### src/rtl/vga_timing_pkg.sv
// vga_timing_pkg: 800x600@60 timing defaults shared by the sync generator and pixel pipelines
package vga_timing_pkg;
  function automatic int span(input int s, input int bp, input int act, input int fp);
    return s + bp + act + fp;
  endfunction
  localparam int VGA_H_SYNC  = 128;
  localparam int VGA_H_BP    = 88;
  localparam int VGA_H_ACT   = 800;
  localparam int VGA_H_FP    = 40;
  localparam int VGA_V_SYNC  = 4;
  localparam int VGA_V_BP    = 23;
  localparam int VGA_V_ACT   = 600;
  localparam int VGA_V_FP    = 1;
  localparam int VGA_H_TOTAL = span(VGA_H_SYNC, VGA_H_BP, VGA_H_ACT, VGA_H_FP);
  localparam int VGA_V_TOTAL = span(VGA_V_SYNC, VGA_V_BP, VGA_V_ACT, VGA_V_FP);
endpackage

### src/rtl/vga_sync.sv
// vga_sync: column/line counters with registered active-low sync pulses
module vga_sync
  import vga_timing_pkg::*;
#(
  parameter int H_SYNC = VGA_H_SYNC,
  parameter int H_BP   = VGA_H_BP,
  parameter int H_ACT  = VGA_H_ACT,
  parameter int H_FP   = VGA_H_FP,
  parameter int V_SYNC = VGA_V_SYNC,
  parameter int V_BP   = VGA_V_BP,
  parameter int V_ACT  = VGA_V_ACT,
  parameter int V_FP   = VGA_V_FP
) (
  input  logic        clk,
  input  logic        rst,
  output logic        hsync,
  output logic        vsync,
  output logic [10:0] c1,
  output logic [10:0] c2
);
  localparam int H_TOTAL = span(H_SYNC, H_BP, H_ACT, H_FP);
  localparam int V_TOTAL = span(V_SYNC, V_BP, V_ACT, V_FP);
  logic        h_end;
  logic [10:0] c1_nxt, c2_nxt;
  always_comb begin
    h_end  = c1 == 11'(H_TOTAL - 1);
    c1_nxt = h_end ? 11'd0 : c1 + 11'd1;
    c2_nxt = !h_end ? c2 : (c2 == 11'(V_TOTAL - 1)) ? 11'd0 : c2 + 11'd1;
  end
  // syncs decode the next counter values so they stay cycle-aligned with c1/c2
  always_ff @(posedge clk or posedge rst) begin
    if (rst) begin
      c1    <= '0;
      c2    <= '0;
      hsync <= 1'b0;
      vsync <= 1'b0;
    end else begin
      c1    <= c1_nxt;
      c2    <= c2_nxt;
      hsync <= c1_nxt >= 11'(H_SYNC);
      vsync <= c2_nxt >= 11'(V_SYNC);
    end
  end
endmodule

### config.mk
export PLATFORM = sky130hd
export DESIGN_NAME = vga_sync
export DESIGN_NICKNAME = d
export VERILOG_FILES = /design/src/rtl/vga_timing_pkg.sv /design/src/rtl/vga_sync.sv
export SDC_FILE = /design/constraint.sdc
export NUM_CORES = 1
export LEC_CHECK = 0
export CORE_MARGIN = 2
export CORE_UTILIZATION = 30
export DETAILED_ROUTE_END_ITERATION = 8
export GPL_TIMING_DRIVEN = 1
export PLACE_DENSITY_LB_ADDON = 0.12
export SYNTH_ARGS = -nofsm -noshare
export SYNTH_HDL_FRONTEND = slang
export SYNTH_SLANG_ARGS = --single-unit
export TNS_END_PERCENT = 5
### constraint.sdc
create_clock -name clk -period 2.18 [get_ports clk]
set_input_delay 0.327 -clock clk [delete_from_list [all_inputs] [get_ports clk]]
set_output_delay 0.327 -clock clk [all_outputs]
set_load 0.03 [all_outputs]
==> summary.md, run 1 <==
| Metric | Value |
|---|---|
| Status | finished clean |
| Worst-Skew Late Latency | 260 ps |
| Crit path DAT | 2170 ps |
| Setup crit start kind | flop |
| # DRC | 0 |
| Setup violations, final | 0 |
| Ports | 26 |
| CTS Root Cell | clkbuf_8 |
| Slew @ Worst Pin | 316.5 ps |
| Pwr Density | between 300 and 400 mW/mm2 |
| Critical path depth | 6 |
| ANT nets after route | 0 |
| Post-CTS Setup Bufs | 0 |
| Pleak | roughly 0.79 nW |
| Layout area overhead | 37.25% |
| Synthesis Warnings | 0 |
| Share of cells above drive strength 1 | 0.1676 |
| Max Fclk | 0.4888 GHz |
| Routed wire length | 3.257 mm |
| Total core area | 0.004294 mm2 |
| Crit. End Element | flop |
| WS Path Type | reg -> reg |
| Final period util | 0.9384 |
| Max-cap check violation count | 0 |
| Top Family by Delay on Critical Path | simple AND/OR/NAND/NOR gates |
| Distinct cell type count after synthesis | 39 |
| RR Endpoint | vsync |
| Wirelength per Cell | 14.48 um |
| Clock Power Share | 0.363 |
| Final GP Congestion | 0.7689 |
| Crit-path cells | or4b_4 -> nor3_4 -> buf_12 -> mux2i_1 -> a221oi_1 -> nand4bb_1 |
| HPWL after detailed placement | 2.456 mm |
| Max Slew Vio Count | 0 |
| Final WS setup | 134.2 ps |
| Clk buf depth | 2 |
| DR iter-0 viols | between 90 and 100 |
| Net Count, Synth | between 100 and 150 |
| Syn avg cell area | 9.776 um2 |
| Tot GR Track Use | 0.1476 |
| Post-route core utilization | 0.4187 |
| Net switching fraction of the power | 0.2035 |
| Slowest Stage Delay on Critical Path | just under 600 ps |
| Max FO, Critical Path | 15 |
| Ant diodes | 0 |
| Crit path capture | vsync |
| P_int | 0.0005710 W |
| Worst-path clk slew | approximately 80 ps |
| TritonCTS clock tree | built |
| Gate Count Post-Synth | ~130 |
| Min Tclk post-route | 2046 ps |
| Die height | around 70 um |
| Via count of the first global-routing pass | 1,182 |
| Fill cell count | 425 |
| Crit. Startpoint | c1[7] |
| Clock Skews | about 2.4 ps |
| CP Buf/Inv Count | 1 |
| Global-route wire length before repair | 5.809 mm |
| # port buffers | 25 |
| CP Data Required Time | 2310 ps |
| Largest net degree at the start of global routing | 25 |
| # rows | 24 |
| Final Hold Viols | 0 |
| Total global routing overflow | 0 |
| Slowest cell on crit path | or4b_4 |
| Post-Syn Area | 0.001310 mm2 |
| Seq/Total Area, Yosys | 0.4585 |
| Via count | 1,185 |
| Final #Nets | around 180 |
| Worst reg2reg path startpoint | c1[7] |
| TritonCTS buffer count | 3 |
| Vias/cell | ~5.3 |
| Worst reg2reg setup slack | ~130 ps |
| Max-slew headroom | 0.7873 |
| H-tree depth | 1 |
| HP Class | in -> async |
| Seq pwr share | 0.620 |
| Initial Util | 0.3051 |
| Clk sink count | 24 |
| Setup slack at placement | 54.07 ps |
| Worst R2R Path Depth | 6 |
| Maximum vdd drop | 203.8 uV |
| Psw | 0.0001459 W |
| Die area | 0.004911 mm2 |
| Comb pwr share | 0.017 |
| Initial antenna violation count | 0 |
| FF+latch count, synth | 24 |
| TritonRoute pass-1 iters | 6 |
| Die width | 70.08 um |
[worst min-delay path by stage]
stage	from	endpoint	slack, ps	cells past startpoint
finish	rst	hsync	410	3
global route	rst	c2[10]	440	3
CTS	rst	hsync	420	3
detailed placement	c1[0]	c1[0]	480	1
global placement	c1[0]	c1[0]	470	1
floorplan	rst	c1[0]	340	1
[cells in the mapped netlist, drive strengths merged]
cell type / count / area (um2)
a211o: 1 / 8.760
a211oi: 1 / 7.510
a21o: 2 / 15.01
a21oi: 2 / 10.01
a221oi: 2 / 17.52
a22o: 1 / 8.760
a31oi: 5 / 31.28
and2: 2 / 12.51
and3: 3 / 18.77
and4: 1 / 8.760
buf: 3 / 21.27
clkbuf: 5 / 18.77
dfrtp: 24 / 600.6
ha: 2 / 25.02
inv: 4 / 15.01
mux2i: 1 / 10.01
nand2: 9 / 33.78
nand2b: 1 / 6.260
nand3: 5 / 25.02
nand4: 8 / 50.05
nand4bb: 2 / 22.52
nor2: 9 / 36.29
nor2b: 1 / 6.260
nor3: 6 / 52.55
nor4: 3 / 18.77
o21ai: 8 / 40.04
o221ai: 1 / 8.760
o31ai: 3 / 22.52
or2: 2 / 12.52
or3: 2 / 12.51
or4: 1 / 7.510
or4b: 2 / 20.02
xnor2: 7 / 61.31
xor2: 5 / 43.79
[state kept, by name (all words and copies together), names as in the netlist]
signal,cells
c1,11
c2,11
hsync,1
vsync,1
[layout by cell type, fill, tap and decap left out, types with 2 or more instances in the layout]
cell type        instances
clkdlybuf4s50_1         25
dfrtp_1                 24
buf_4                   18
nand2_1                  9
nand4_1                  8
nor2_1                   8
xnor2_1                  7
nand3_1                  5
a31oi_1                  5
xor2_1                   5
o21ai_0                  4
o21ai_1                  4
inv_1                    4
nor3_1                   4
o31ai_1                  3
and3_1                   3
clkbuf_8                 3
nor3_4                   2
nand4bb_1                2
or3_1                    2
a21oi_1                  2
a21o_1                   2
and2_1                   2
nor4_1                   2
ha_1                     2
[cell type report]
class | count | area [um2] | area share
Sequential cell | 24 | 600.6 | 0.3340
Tap cell | 52 | 65.06 | 0.03619
Inverter | 4 | 15.01 | 0.008351
Timing Repair Buffer | 44 | 405.4 | 0.2255
Clock buffer | 3 | 41.29 | 0.02296
Multi-Input combinational cell | 98 | 670.6 | 0.3730
[power by group through the flow]
stage	clock network, W	registers, W	logic, W
2_1_floorplan	0	0.000454	0.00000663
3_3_place_gp	0	0.000454	0.0000130
3_5_place_dp	0	0.000454	0.0000130
4_1_cts	0.000273	0.000445	0.0000130
5_1_grt	0.000300	0.000445	0.0000143
6_report	0.000260	0.000445	0.0000121
[kinds of logic after synthesis]
logic type	synth area share
compound gates	0.1299
xor+xnor	0.08023
fa+ha+maj	0.01910
buf+inv	0.04202
flops	0.4585
mux	0.007641
simple gates	0.2627
[worst min-delay path, cell delays in order]
cell	delay, ps
clkdlybuf4s50_1	390
inv_1	50
buf_4	310
[metrics by stage]
| step | cell area (um2) | std cells | setup TNS (ps) | hold WS [ps] | power (W) |
|---|---|---|---|---|---|
| floorplan | 1310 | 134 | 0 | 341.6 | 0.0004602 |
| global placement | 1740 | 222 | 0 | 466.5 | 0.0004666 |
| detailed placement | 1740 | 222 | 0 | 475.3 | 0.0004666 |
| CTS | 1782 | 225 | 0 | 420.4 | 0.0007302 |
| global route | 1798 | 225 | -1.236 | 435.3 | 0.0007591 |
| finish | 1798 | 225 | 0 | 409.9 | 0.0007169 |
[timing repair]
item / in CTS / in global routing
gates resized for setup: 0 / 3
setup endpoints to repair: 0 / 1
hold buffers: 0 / 0
[metal layers]
metal | wire [um] | global-route usage | vias up
li1 | - | - | 572
met1 | 1467 | 0.2044 | 568
met2 | 1604 | 0.2328 | 39
met3 | 125 | 0.02309 | 6
met4 | 59 | 0.05556 | 0
met5 | 0 | 0 | -
Note: power is estimated with default switching activity, not from simulation.
==> inputs of run 2 (changes only) <==
--- a/config.mk
+++ b/config.mk
@@ -9,6 +9,7 @@
 export CORE_UTILIZATION = 30
 export DETAILED_ROUTE_END_ITERATION = 8
 export GPL_TIMING_DRIVEN = 1
+export MAX_ROUTING_LAYER = met4
 export PLACE_DENSITY_LB_ADDON = 0.12
 export SYNTH_ARGS = -nofsm -noshare
 export SYNTH_HDL_FRONTEND = slang
==> summary.md, run 2 (synthesized netlist as in run 1, its figures left out) <==
| Metric | Value |
|---|---|
| Maximum vdd drop | 203.8 uV |
| CTS Root Cell | clkbuf_8 |
| Initial Util | 0.3051 |
| Crit. End Element | flop |
| Max-cap check violation count | 0 |
| # port buffers | 25 |
| Post-route core utilization | 0.4187 |
| ANT nets after route | 0 |
| Tot GR Track Use | 0.1511 |
| HP Class | in -> async |
| Die width | between 70 and 80 um |
| Final period util | 0.9383 |
| Global-route wire length before repair | 5.809 mm |
| Die area | just under 0.005 mm2 |
| Ant diodes | 0 |
| Worst-path clk slew | about 80 ps |
| # DRC | 0 |
| Share of cells above drive strength 1 | 0.1676 |
| Via count | between 1,000 and 1,500 |
| Crit path DAT | around 2200 ps |
| Via count of the first global-routing pass | 1,185 |
| Die height | approximately 70 um |
| Worst R2R Path Depth | 6 |
| H-tree depth | 1 |
| Largest registers | c1: 11 flops, c2: 11 flops |
| Max Slew Vio Count | 0 |
| Worst reg2reg setup slack | 130 ps |
| Clk buf depth | 2 |
| Setup crit start kind | flop |
| Vias/cell | 5.262 |
| Hold buffer count at CTS | 0 |
| Setup violations, final | 0 |
| Min Tclk post-route | roughly 2000 ps |
| Final Hold Viols | 0 |
| Pleak | 0.7872 nW |
| RR Endpoint | vsync |
| Worst-Skew Late Latency | 260 ps |
| Max Fclk | ~0.49 GHz |
| Total core area | 0.004294 mm2 |
| Final #Nets | 179 |
| Commonest cells after routing, fill and taps aside | clkdlybuf4s50_1, dfrtp_1, buf_4 |
| Final GP Congestion | 0.7792 |
| WS Path Type | reg -> reg |
| Clock Skews | 2.452 ps |
| Layout area overhead | 37.25% |
| Wirelength per Cell | approximately 14 um |
| Pwr Density | approximately 400 mW/mm2 |
| Total global routing overflow | 0 |
| Overall power | 0.0007170 W |
| TritonRoute pass-1 iters | 4 |
| TritonCTS clock tree | built |
| # rows | 24 |
| TNS Setup | 0 ps |
| Routed wire length | 3.246 mm |
| DR iter-0 viols | 83 |
| Ports | 26 |
| Max-slew headroom | 0.7874 |
| HPWL after detailed placement | 2.456 mm |
| Unrepaired setup endpoints after global routing | no |
| Initial antenna violation count | 0 |
| CP Data Required Time | 2310 ps |
| TritonCTS buffer count | 3 |
| Max FO, Critical Path | 15 |
| Commonest non-fill, non-tap cell in the layout | clkdlybuf4s50_1 |
| Slew @ Worst Pin | 316.3 ps |
| Worst reg2reg path startpoint | c1[7] |
| Largest net degree at the start of global routing | 25 |
| Clk sink count | 24 |
| Status | finished clean |
==> run 2: per-stage QoR <==
| step | worst slack (ps) | instances | hold WS, ps | area [um2] |
|---|---|---|---|---|
| 2_1_floorplan | 4.037 | 134 | 341.6 | 1310 |
| 3_3_place_gp | 71.45 | 222 | 466.5 | 1740 |
| 3_5_place_dp | 54.07 | 222 | 475.3 | 1740 |
| 4_1_cts | 38.11 | 225 | 420.4 | 1782 |
| 5_1_grt | 3.812 | 225 | 438.1 | 1798 |
| 6_report | 134.5 | 225 | 410.9 | 1798 |
==> run 2: worst max-delay path, stage by stage, from the launching register on <==
cell and delay [ps]:
dfrtp_1 390, or4b_4 590, nor3_4 260, buf_12 170
mux2i_1 70, a221oi_1 280, nand4bb_1 150
==> run 2: final cells by class <==
| type | count | area [um2] |
|---|---|---|
| fill | 425 | 2496 |
| multi-input combinational | 98 | 670.6 |
| timing repair buffer | 44 | 405.4 |
| inverter | 4 | 15.01 |
| sequential | 24 | 600.6 |
| tap | 52 | 65.06 |
| clock buffer | 3 | 41.29 |
==> run 2: worst max path at each step <==
stage / slack, ps / endpoint / from / depth (start not counted)
finish: 130 / vsync / c1[7] / 6
global route: 4 / vsync / c1[0] / 6
CTS: 40 / vsync / c1[7] / 5
detailed placement: 50 / vsync / c1[7] / 5
global placement: 70 / vsync / c1[7] / 5
floorplan: 4 / hsync / c1[7] / 6
==> run 2: timing repair <==
item	CTS	global route
buffers inserted	0	0
resized for setup	0	3
setup endpoints to repair	0	1
==> run 2: power breakdown <==
group / internal (W) / switching (W)
clock: 0.000123 / 0.000137
sequential: 0.000445 / 0
combinational: 0.00000287 / 0.00000929
==> run 2: layer usage <==
layer | GRT usage | part of all wire | vias up
met4 | 0.05556 | 0.018 | 0
li1 | - | - | 574
met5 | - | 0 | -
met3 | 0.02309 | 0.039 | 8
met1 | 0.2016 | 0.45 | 564
met2 | 0.2339 | 0.50 | 38
==> inputs of run 3 (changes only) <==
--- a/config.mk
+++ b/config.mk
@@ -5,6 +5,8 @@
 export SDC_FILE = /design/constraint.sdc
 export NUM_CORES = 1
 export LEC_CHECK = 0
+export CELL_PAD_IN_SITES_DETAIL_PLACEMENT = 1
+export CELL_PAD_IN_SITES_GLOBAL_PLACEMENT = 1
 export CORE_MARGIN = 2
 export CORE_UTILIZATION = 30
 export DETAILED_ROUTE_END_ITERATION = 8
==> summary.md, run 3 (synthesized netlist as in run 1, its figures left out) <==
| Metric | Value |
|---|---|
| Status | finished clean |
| Via count of the first global-routing pass | 1,195 |
| Vias/cell | 5.252 |
| Slowest cell on crit path | or4b_1 |
| Share of cells above drive strength 1 | 0.1667 |
| Worst-path clk slew | ~90 ps |
| CP Buf/Inv Count | 1 |
| Commonest non-fill, non-tap cell in the layout | clkdlybuf4s50_1 |
| Pwr Density | approximately 430 mW/mm2 |
| Pleak | approximately 0.79 nW |
| Commonest cells after routing, fill and taps aside | clkdlybuf4s50_1, dfrtp_1, buf_4 |
| Max Slew Vio Count | 0 |
| Total core area | 0.004294 mm2 |
| WS Path Type | reg -> reg |
| Wirelength per Cell | 15.55 um |
| Largest net degree at the start of global routing | 25 |
| ANT nets after route | 0 |
| Max FO, Critical Path | 6 |
| Die area | slightly below 0.005 mm2 |
| DR iter-0 viols | around 40 |
| Final Hold Viols | 0 |
| Crit-path cells | or4b_1 -> nor3_4 -> buf_4 -> mux2i_1 -> a221oi_1 -> nand4bb_1 |
| Unrepaired setup endpoints after global routing | no |
| CP Data Required Time | between 2000 and 2500 ps |
| Final #Nets | 179 |
| Clk sink count | 24 |
| HPWL after detailed placement | between 2 and 3 mm |
| Max-cap check violation count | 0 |
| Largest registers | c1: 11 flops, c2: 11 flops |
| Ant diodes | 0 |
| Total global routing overflow | 0 |
| Max-slew headroom | 0.7894 |
| Slowest Stage Delay on Critical Path | 580 ps |
| Final period util | 0.9199 |
| Crit. End Element | flop |
| Global-route wire length before repair | 5.989 mm |
| Maximum vdd drop | 217.7 uV |
| # rows | 24 |
| HP Class | in -> async |
| Min Tclk post-route | about 2000 ps |
| Initial Util | 0.3051 |
| TritonRoute pass-1 iters | 4 |
| Die height | 70.08 um |
| TritonCTS buffer count | 3 |
| Layout area overhead | 36.87% |
| Routed wire length | 3.515 mm |
| Ports | 26 |
| Max Fclk | 0.4986 GHz |
| H-tree depth | 1 |
| Tot GR Track Use | 0.1575 |
| Clock Skews | about 4.2 ps |
| Top Family by Delay on Critical Path | simple AND/OR/NAND/NOR gates |
| TritonCTS clock tree | built |
| Post-route core utilization | 0.4175 |
| CTS Root Cell | clkbuf_8 |
| Setup crit start kind | flop |
| # port buffers | 25 |
| # DRC | 0 |
| TNS Setup | 0 ps |
| Slew @ Worst Pin | 314.9 ps |
| Setup violations, final | 0 |
| Worst-Skew Late Latency | 270 ps |
| Die width | 70.08 um |
| Hold buffer count at CTS | 0 |
| Final GP Congestion | 0.8387 |
| Via count | 1,187 |
| Initial antenna violation count | 0 |
| Clk buf depth | 2 |
| Crit path DAT | 2150 ps |
==> run 3: changes by cell type in the layout (fill, tap and decap cells not counted) <==
cell and delta:
clkbuf_8 +1, buf_12 -1, a221oi_2 -1, buf_4 +1
a221oi_1 +1
==> run 3: area by class of cell <==
type,count,area (um2)
sequential,24,600.6
clock buffer,4,55.05
timing repair buffer,44,392.9
tap,52,65.06
fill,494,2501
inverter,4,15.01
multi-input combinational,98,664.4
==> run 3: report_power, final <==
part           internal, W  switching (W)  leakage, nW   total, W
registers         0.000445              0        0.321   0.000445
clock network     0.000161       0.000147       0.0288   0.000309
logic           0.00000288     0.00000896        0.437  0.0000118
total             0.000609       0.000156        0.787   0.000765
==> run 3: metrics by stage <==
step | total power, W | cells | worst slack (ps) | instance area, um2 | hold slack, ps
finish | 0.0007651 | 226 | 174.6 | 1793 | 395.7
global route | 0.0007967 | 226 | 34.48 | 1793 | 448.9
CTS | 0.0007722 | 223 | 70.01 | 1760 | 424.9
detailed placement | 0.0004668 | 219 | 64.62 | 1705 | 485.1
global placement | 0.0004664 | 219 | 156.9 | 1705 | 460.5
floorplan | 0.0004602 | 134 | 4.037 | 1310 | 341.6
==> run 3: worst paths after layout <==
check | startpoint | to | slack [ps] | depth (start not counted)
max reg2reg | c2[3] | vsync | 170 | 6
max in group asynchronous | rst | c2[1] | 1540 | 3
min in group clk | c1[0] | c1[0] | 500 | 1
min | rst | hsync | 400 | 3
max | c2[3] | vsync | 170 | 6
min reg2reg | c1[0] | c1[0] | 500 | 1
==> run 3: repair_timing <==
item	in CTS	in global routing
resized for setup	0	2
setup buffers	0	3
setup endpoints to repair	0	1
==> run 3: per-layer routing <==
metal | global-route usage | up-vias | routed length, um
met3 | 0.02309 | 4 | 112
met5 | - | - | 0
li1 | - | 570 | -
met2 | 0.2656 | 22 | 1760
met1 | 0.1982 | 591 | 1597
met4 | 0.04274 | 0 | 44
==> run 3: worst min-delay path, stage by stage <==
cell and delay [ps]:
clkdlybuf4s50_1 400, inv_1 50, buf_4 300
